[config.mk]
export PLATFORM = sky130hd
export DESIGN_NAME = fetch_unit
export DESIGN_NICKNAME = d
export VERILOG_FILES = /design/src/rtl/fetch_unit.sv
export SDC_FILE = /design/constraint.sdc
export NUM_CORES = 1
export LEC_CHECK = 0
export BUFFER_PORTS_ARGS = -buffer_cell sky130_fd_sc_hd__clkbuf_2
export CORE_MARGIN = 3
export CORE_UTILIZATION = 49
export DETAILED_ROUTE_END_ITERATION = 16
export PLACE_DENSITY = 0.8
export SLEW_MARGIN = 20
export SYNTH_ARGS = -nofsm -noshare
export SYNTH_HDL_FRONTEND = slang
export SYNTH_SLANG_ARGS = --single-unit
[constraint.sdc]
create_clock -name clk -period 2.5 [get_ports clk]
set_input_delay 0.5 -clock clk [delete_from_list [all_inputs] [get_ports clk]]
set_output_delay 0.5 -clock clk [all_outputs]
set_load 0.1 [all_outputs]
[src/rtl/fetch_unit.sv]
// fetch_unit: PC register plus IF/ID pipeline register for the RV32 core.
// Optional perf counters are enabled by defining FETCH_PERF_CNT_EN.
module fetch_unit #(
  parameter logic [31:0] RESET_PC  = 32'h0000_0000,
  parameter logic [31:0] NOP_INSTR = 32'h0000_0013
) (
  input  logic        clk,
  input  logic        rst_n,
  input  logic        stall,
  input  logic        redirect_valid,
  input  logic [31:0] redirect_target,
  output logic [31:0] imem_addr,
  input  logic [31:0] imem_rdata,
  output logic        if_id_valid,
  output logic [31:0] if_id_pc,
  output logic [31:0] if_id_pc_plus4,
  output logic [31:0] if_id_instr
`ifdef FETCH_PERF_CNT_EN
  ,
  output logic [31:0] perf_fetch_cnt,
  output logic [31:0] perf_stall_cnt
`endif
);

  logic [31:0] pc_q;
  logic [31:0] pc_plus4;
  logic [31:0] redirect_pc;
  logic        advance;
  logic        stall_hold;
  logic [1:0]  unused_tgt_lsb;

  assign imem_addr   = pc_q;
  assign pc_plus4    = pc_q + 32'd4;
  assign redirect_pc = {redirect_target[31:2], 2'b00};
  assign advance     = !redirect_valid && !stall;
  assign stall_hold  = !redirect_valid && stall;

  // Target is word aligned; the low bits are dropped on purpose.
  assign unused_tgt_lsb = redirect_target[1:0];

  // Program counter: reset, then redirect, then stall, else +4.
  always_ff @(posedge clk) begin
    if (!rst_n) begin
      pc_q <= RESET_PC;
    end else if (redirect_valid) begin
      pc_q <= redirect_pc;
    end else if (!stall) begin
      pc_q <= pc_plus4;
    end
  end

  // IF/ID register: flush to a NOP on redirect, hold on stall.
  always_ff @(posedge clk) begin
    if (!rst_n) begin
      if_id_valid    <= 1'b0;
      if_id_instr    <= NOP_INSTR;
      if_id_pc       <= 32'd0;
      if_id_pc_plus4 <= 32'd0;
    end else if (redirect_valid) begin
      if_id_valid <= 1'b0;
      if_id_instr <= NOP_INSTR;
    end else if (advance) begin
      if_id_valid    <= 1'b1;
      if_id_instr    <= imem_rdata;
      if_id_pc       <= pc_q;
      if_id_pc_plus4 <= pc_plus4;
    end
  end

`ifdef FETCH_PERF_CNT_EN
  // Perf counters: fetched instructions and stalled cycles, wrapping.
  always_ff @(posedge clk) begin
    if (!rst_n) begin
      perf_fetch_cnt <= 32'd0;
      perf_stall_cnt <= 32'd0;
    end else begin
      if (advance) begin
        perf_fetch_cnt <= perf_fetch_cnt + 32'd1;
      end
      if (stall_hold) begin
        perf_stall_cnt <= perf_stall_cnt + 32'd1;
      end
    end
  end
`else
  logic unused_stall_hold;
  assign unused_stall_hold = stall_hold;
`endif

endmodule

==> flow_summary.ini, run 1 <==
[die]
core_mm2 = 0.0104
die_area_mm2 = 0.0121
start_util_pct = 50.9
ioPinCount = 197
row_count = 37
die_y_um = 110
die_x_um = 110

[logic_synthesis]
synth-seq-cells = 123
synth_cell_types = 35
synth_edf_count = 0
synth_ff_type = dfxtp_1
synth_top_family_by_area = simple AND/OR/NAND/NOR gates
yosysSeqAreaShare_pct = 46.4
synthMuxAreaShare_pct = 6.23
synth_area_mm2 = 0.00530
syn-mean-instance-area_um2 = 8.52
yosys.area_share.adder_pct = 0.236
async_flop_share_pct = 0
ys_warn_count = 0
synth_xor_area_share_pct = 8.26
postSynthCellCount = 622
synth_compound_area_share_pct = 13.7
synth-simple-area-share_pct = 19.2

[clock_tree]
cts_buffer_depth = 2
cts_max_level = 4
ctsRootBufferMaster = clkbuf_8
cts_tree = built
cts_made_buffers = 17
clock_sinks = 123
clkSlewWorstSetupHoldPaths_ns = 0.06
clock_latency_ns = 0.51
cts_resized = 0
postCtsSetupBuffers = 0
postCtsHoldBufs = 0

[layout]
final_nets = 857
register_area_mm2 = 0.00249
area_delta_synth_final_pct = 31.5
final_cell_count_no_fill = 937
drive_gt1_share_pct = 33.2
multi_input_area_mm2 = 0.00255
final_area_mm2 = 0.00697
antennaDiodeCount = 0
fillCellCount = 859

[timing]
setup-tns-final_ns = 0
max_freq_mhz = 457
post-route-period-util_pct = 87.5
fin_skew_ns = 0.00671
finalCriticalPeriod_ns = 2.19
rsz0062_at_grt = no
setup_violations = 0
hold_viol_final = 0
worstMarginPinSlew_ns = 0.793
finalMaxSlewViolations = 0
slew_headroom_pct = 47.1

[grt]
grt_remaining_overflow = 0
gr-usage-all-layers_pct = 24.6
antenna_found_initial = 0
grt_pass1_vias = 4733
grt_first_pass_wirelength_mm = 23.2
grt_max_degree = 58

[critical_path]
criticalPathCategory = reg2reg
reg2regPathDepth = 6
arrival_ns = 2.62
startpoint_type = flip-flop
cp_max_fo = 7
r2r-end = imem_addr[28]
crit_required_ns = 2.93
r2r_slack_ns = 0.31
cp-end-kind = flip-flop
regToRegStartpoint = imem_addr[2]

[placed_design]
place.gp.congestion = 0.816
io_buffers = 188
placed_cells = 905
placed_cell_area_mm2 = 0.00630
dp_hpwl_mm = 10.4

[worst_hold_path]
hold_depth = 3
hold_path.class = in2reg
min_to = if_id_instr[9]
hold_start = imem_rdata[9]

[routing]
wirelength_mm = 14.8
drt_iter0_drc = 335
wl_per_cell_um = 15.8
dr_total_vias = 5032
viasPerCell = 5.37
drc = 0
ant_nets = 0
drtPass1Iterations = 5

[power]
leakage_nw = 2.92
ir_worst_vdd_v = 0.000434
power.density_mw_per_mm2 = 878
finalPower_w = 0.00612

[outcome]
status = completed

[run]
drv_cap = 0
-- synthesized netlist by cell type, drive strengths merged, types with 8 or more instances --
cell type,instances,share of area [%]
or3,8,1.0
buf,31,3.3
nor3,11,1.0
clkbuf,29,2.1
nor4,15,2.5
o21ai,49,4.6
nor2,60,4.2
nand4,9,1.6
a21oi,72,6.8
nand2,80,5.7
xnor2,43,7.1
nand3,17,1.6
mux2i,33,6.2
a211oi,8,1.1
dfxtp,123,46
-- final cells by class --
class	count	share of cell area, %
clock buffers	21	6.59
clock inverters	11	3.07
inverters	7	0.377
multi-input cells	437	36.7
flip-flops and latches	123	35.7
well taps	136	2.44
repair buffers	202	15.2
-- worst max-delay path, cell delays in order, from the launching register on --
cell	delay, ns
dfxtp_2	0.40
ha_1	0.26
and3_1	0.33
nand4_4	0.14
or3_4	0.43
or3_1	0.36
a31oi_1	0.20
-- state kept, by name, summed over array words and instances, names as in the netlist --
signal and count:
if_id_pc_plus4 30, if_id_instr 32, if_id_valid 1, if_id_pc 30, imem_addr 30
-- report_power, final --
part / leakage, nW / switching [W] / internal (W)
Combinational: 1.58 / 0.000966 / 0.000216
Sequential: 1.01 / 0.000109 / 0.00206
Clock: 0.324 / 0.000868 / 0.00190
Total: 2.92 / 0.00194 / 0.00418
-- placed cells by master (no fill, tap or decap), types with 16 or more instances in the layout --
| cell type | n |
|---|---|
| clkbuf_16 | 16 |
| nor2_1 | 59 |
| nand2_1 | 80 |
| a21oi_1 | 72 |
| dfxtp_1 | 103 |
| nand3_1 | 17 |
| dfxtp_2 | 20 |
| xnor2_1 | 43 |
| clkbuf_2 | 188 |
| o21ai_0 | 48 |
| mux2i_1 | 33 |
-- how the worst max path moves through the flow --
stage             startpoint                 end  slack [ns]  depth (start not counted)
6_report        imem_addr[2]       imem_addr[28]        0.31                          6
5_1_grt         imem_addr[2]  if_id_pc_plus4[30]        0.18                          7
4_1_cts         imem_addr[2]       imem_addr[28]        0.31                          6
3_5_place_dp    imem_addr[2]       imem_addr[28]        0.31                          6
3_3_place_gp    imem_addr[2]       imem_addr[28]        0.41                          6
2_1_floorplan  imem_addr[24]       imem_addr[28]       -0.02                          5
-- routing by layer --
metal	wire length, um	track usage, %	up-vias
met2	7310	41.6	224
met3	1360	7.40	21
li1	-	-	2446
met1	5950	29.7	2341
met5	0	0	-
met4	208	8.73	0
-- stage by stage --
step           util [%]  hold slack [ns]  setup slack, ns
2_1_floorplan         -            0.637          -0.0234
3_3_place_gp       60.5            0.433            0.415
3_5_place_dp       60.5            0.445            0.310
4_1_cts            66.9            0.198            0.306
5_1_grt            66.9            0.223            0.179
6_report           66.9            0.215            0.313
-- kinds of logic (layout without fill, tap and decap cells) --
group                    count (synthesis)  after routing
multiplexers                            33             33
AO/OA/AOI/OAI                          136            136
other                                    1              6
XOR/XNOR                                50             50
buffers and inverters                   67            241
AND/OR/NAND/NOR                        211            211
flip-flops                             123            123
adder cells (fa/ha/maj)                  1              1
Note: power is estimated with default switching activity, not from simulation.
==> inputs of run 2 (changes only) <==
- ABC_AREA: unset -> 1
==> flow_summary.ini, run 2 <==
[die]
row_count = 37
die_x_um = 110
start_util_pct = 50.7
ioPinCount = 197
core_mm2 = 0.0104
die_area_mm2 = 0.0120
die_y_um = 110

[grt]
grt_remaining_overflow = 0
grt_first_pass_wirelength_mm = 24.5
antenna_found_initial = 0
gr-usage-all-layers_pct = 26.2
grt_max_degree = 87
grt_pass1_vias = 5078

[layout]
antennaDiodeCount = 0
top_register = if_id_instr
final_cell_mix = 188 x clkbuf_2, 170 x nand2_1, 123 x dfxtp_1
drive_gt1_share_pct = 28.0
final_cell_count_no_fill = 1065
final_nets = 985
final_common_cell = clkbuf_2
area_delta_synth_final_pct = 30.8
largest_reg_flops = 32

[routing]
drtPass1Iterations = 7
drt_iter0_drc = 354
viasPerCell = 4.99
wl_per_cell_um = 14.5
ant_nets = 0
wirelength_mm = 15.4
drc = 0
dr_total_vias = 5312

[critical_path]
crit_required_ns = 2.00
slowest_delay_ns = 0.53
cp-end-kind = primary output
crit_family = buffers and inverters
cp_num_buf_inv = 1
critPathSlowestCell = clkbuf_2
startpoint_type = flip-flop
path_cells = clkbuf_2
criticalPathCategory = reg2out
arrival_ns = 1.58
cp_max_fo = 7

[run]
drv_cap = 0

[timing]
hold_viol_final = 0
finalCriticalPeriod_ns = 2.08
finalMaxSlewViolations = 0
fin_skew_ns = 0.00986
setup-tns-final_ns = 0
worstMarginPinSlew_ns = 0.598
rsz0062_at_grt = no
setup_violations = 0
max_freq_mhz = 482
slew_headroom_pct = 60.2
post-route-period-util_pct = 83.1

[logic_synthesis]
synth-seq-cells = 123
async_flop_share_pct = 0
postSynthCellCount = 739
synth_area_leader_cell = dfxtp_1
synth_cell_types = 25
yosys-top-cells-count = 170 x nand2_1, 123 x dfxtp_1, 111 x nor2_1
synth_area_mm2 = 0.00525
synth_edf_count = 0
yosysSeqAreaShare_pct = 46.9
syn-mean-instance-area_um2 = 7.11
synth_top_area_share_pct = 46.9
synth.most_common_cell = nand2_1
synth_ff_type = dfxtp_1
ys_warn_count = 0
yosys-top-cells-area = dfxtp_1 47%, nand2_1 12%, nor2_1 7.9%

[power]
ir_worst_vdd_v = 0.000512
power.density_mw_per_mm2 = 840
power.switching_w = 0.00195
swShare_pct = 33.9
cell_internal_pwr_w = 0.00381
finalPower_w = 0.00577
seqPwrFrac_pct = 37.0
combPwrFrac_pct = 19.6
leakage_nw = 3.16
power_frac_clock_pct = 43.3

[clock_tree]
cts_tree = built
cts_buffer_depth = 2
clock_latency_ns = 0.52
clock_sinks = 123
ctsRootBufferMaster = clkbuf_8
cts_resized = 0
cts_made_buffers = 17
cts_max_level = 4
clkSlewWorstSetupHoldPaths_ns = 0.06
postCtsHoldBufs = 0
postCtsSetupBuffers = 0

[placed_design]
dp_hpwl_mm = 10.9
place.gp.congestion = 0.905
placed_cells = 1033
io_buffers = 188

[worst_hold_path]
hold_path.class = in2reg

[outcome]
status = completed
## run 2: path summary, 6_finish.rpt
| check | slack [ns] | from | cells after the start | endpoint |
|---|---|---|---|---|
| worst max-delay path | 0.42 | imem_addr[11] | 1 | imem_addr[11] |
| worst min-delay path | 0.19 | imem_rdata[1] | 3 | if_id_instr[1] |
| worst max register to register | 0.66 | imem_addr[3] | 7 | imem_addr[16] |
| worst min register to register | 0.46 | if_id_instr[4] | 2 | if_id_instr[4] |
## run 2: cell type report
| class | count | area, um2 |
|---|---|---|
| clock inverter | 13 | 168 |
| timing repair buffer | 198 | 1030 |
| inverter | 57 | 214 |
| clock buffer | 19 | 442 |
| tap | 136 | 170 |
| multi-input combinational | 519 | 2380 |
| sequential | 123 | 2460 |
| fill | 937 | 3500 |
## run 2: through the flow
step | hold slack [ns] | cell area [um2] | utilization (%) | setup slack, ns
4_1_cts | 0.179 | 6870 | 66.2 | 0.430
2_1_floorplan | 0.613 | 5270 | - | 0.301
3_5_place_dp | 0.448 | 6260 | 60.4 | 0.680
3_3_place_gp | 0.439 | 6260 | 60.4 | 0.693
6_report | 0.192 | 6870 | 66.2 | 0.423
5_1_grt | 0.199 | 6870 | 66.2 | 0.380
## run 2: logic make-up (layout without fill, tap and decap cells)
logic type      after synthesis  in the layout  synth area share, %
compound gates              173            173                 16.8
xor+xnor                      8              8                 1.33
fa+ha+maj                     1              1                0.238
buf+inv                     102            287                 8.17
flops                       123            123                 46.9
other cells                   1              6               0.0714
simple gates                331            331                 26.5
## run 2: metal layers
metal | track usage, % | vias to the layer above | share of wire [%]
met5 | 0 | - | 0
met1 | 32.9 | 2365 | 43
met4 | 8.46 | 0 | 1.7
li1 | - | 2715 | -
met3 | 8.10 | 23 | 8.7
met2 | 42.9 | 209 | 46
## run 2: power groups by stage
stage	Clock (W)	Sequential (W)	Combinational, W
final	0.00250	0.00214	0.00113
after global routing	0.00262	0.00215	0.00120
after CTS	0.00252	0.00213	0.00113
after detailed placement	0	0.00218	0.00113
after global placement	0	0.00217	0.00112
after floorplan	0	0.00282	0.000274
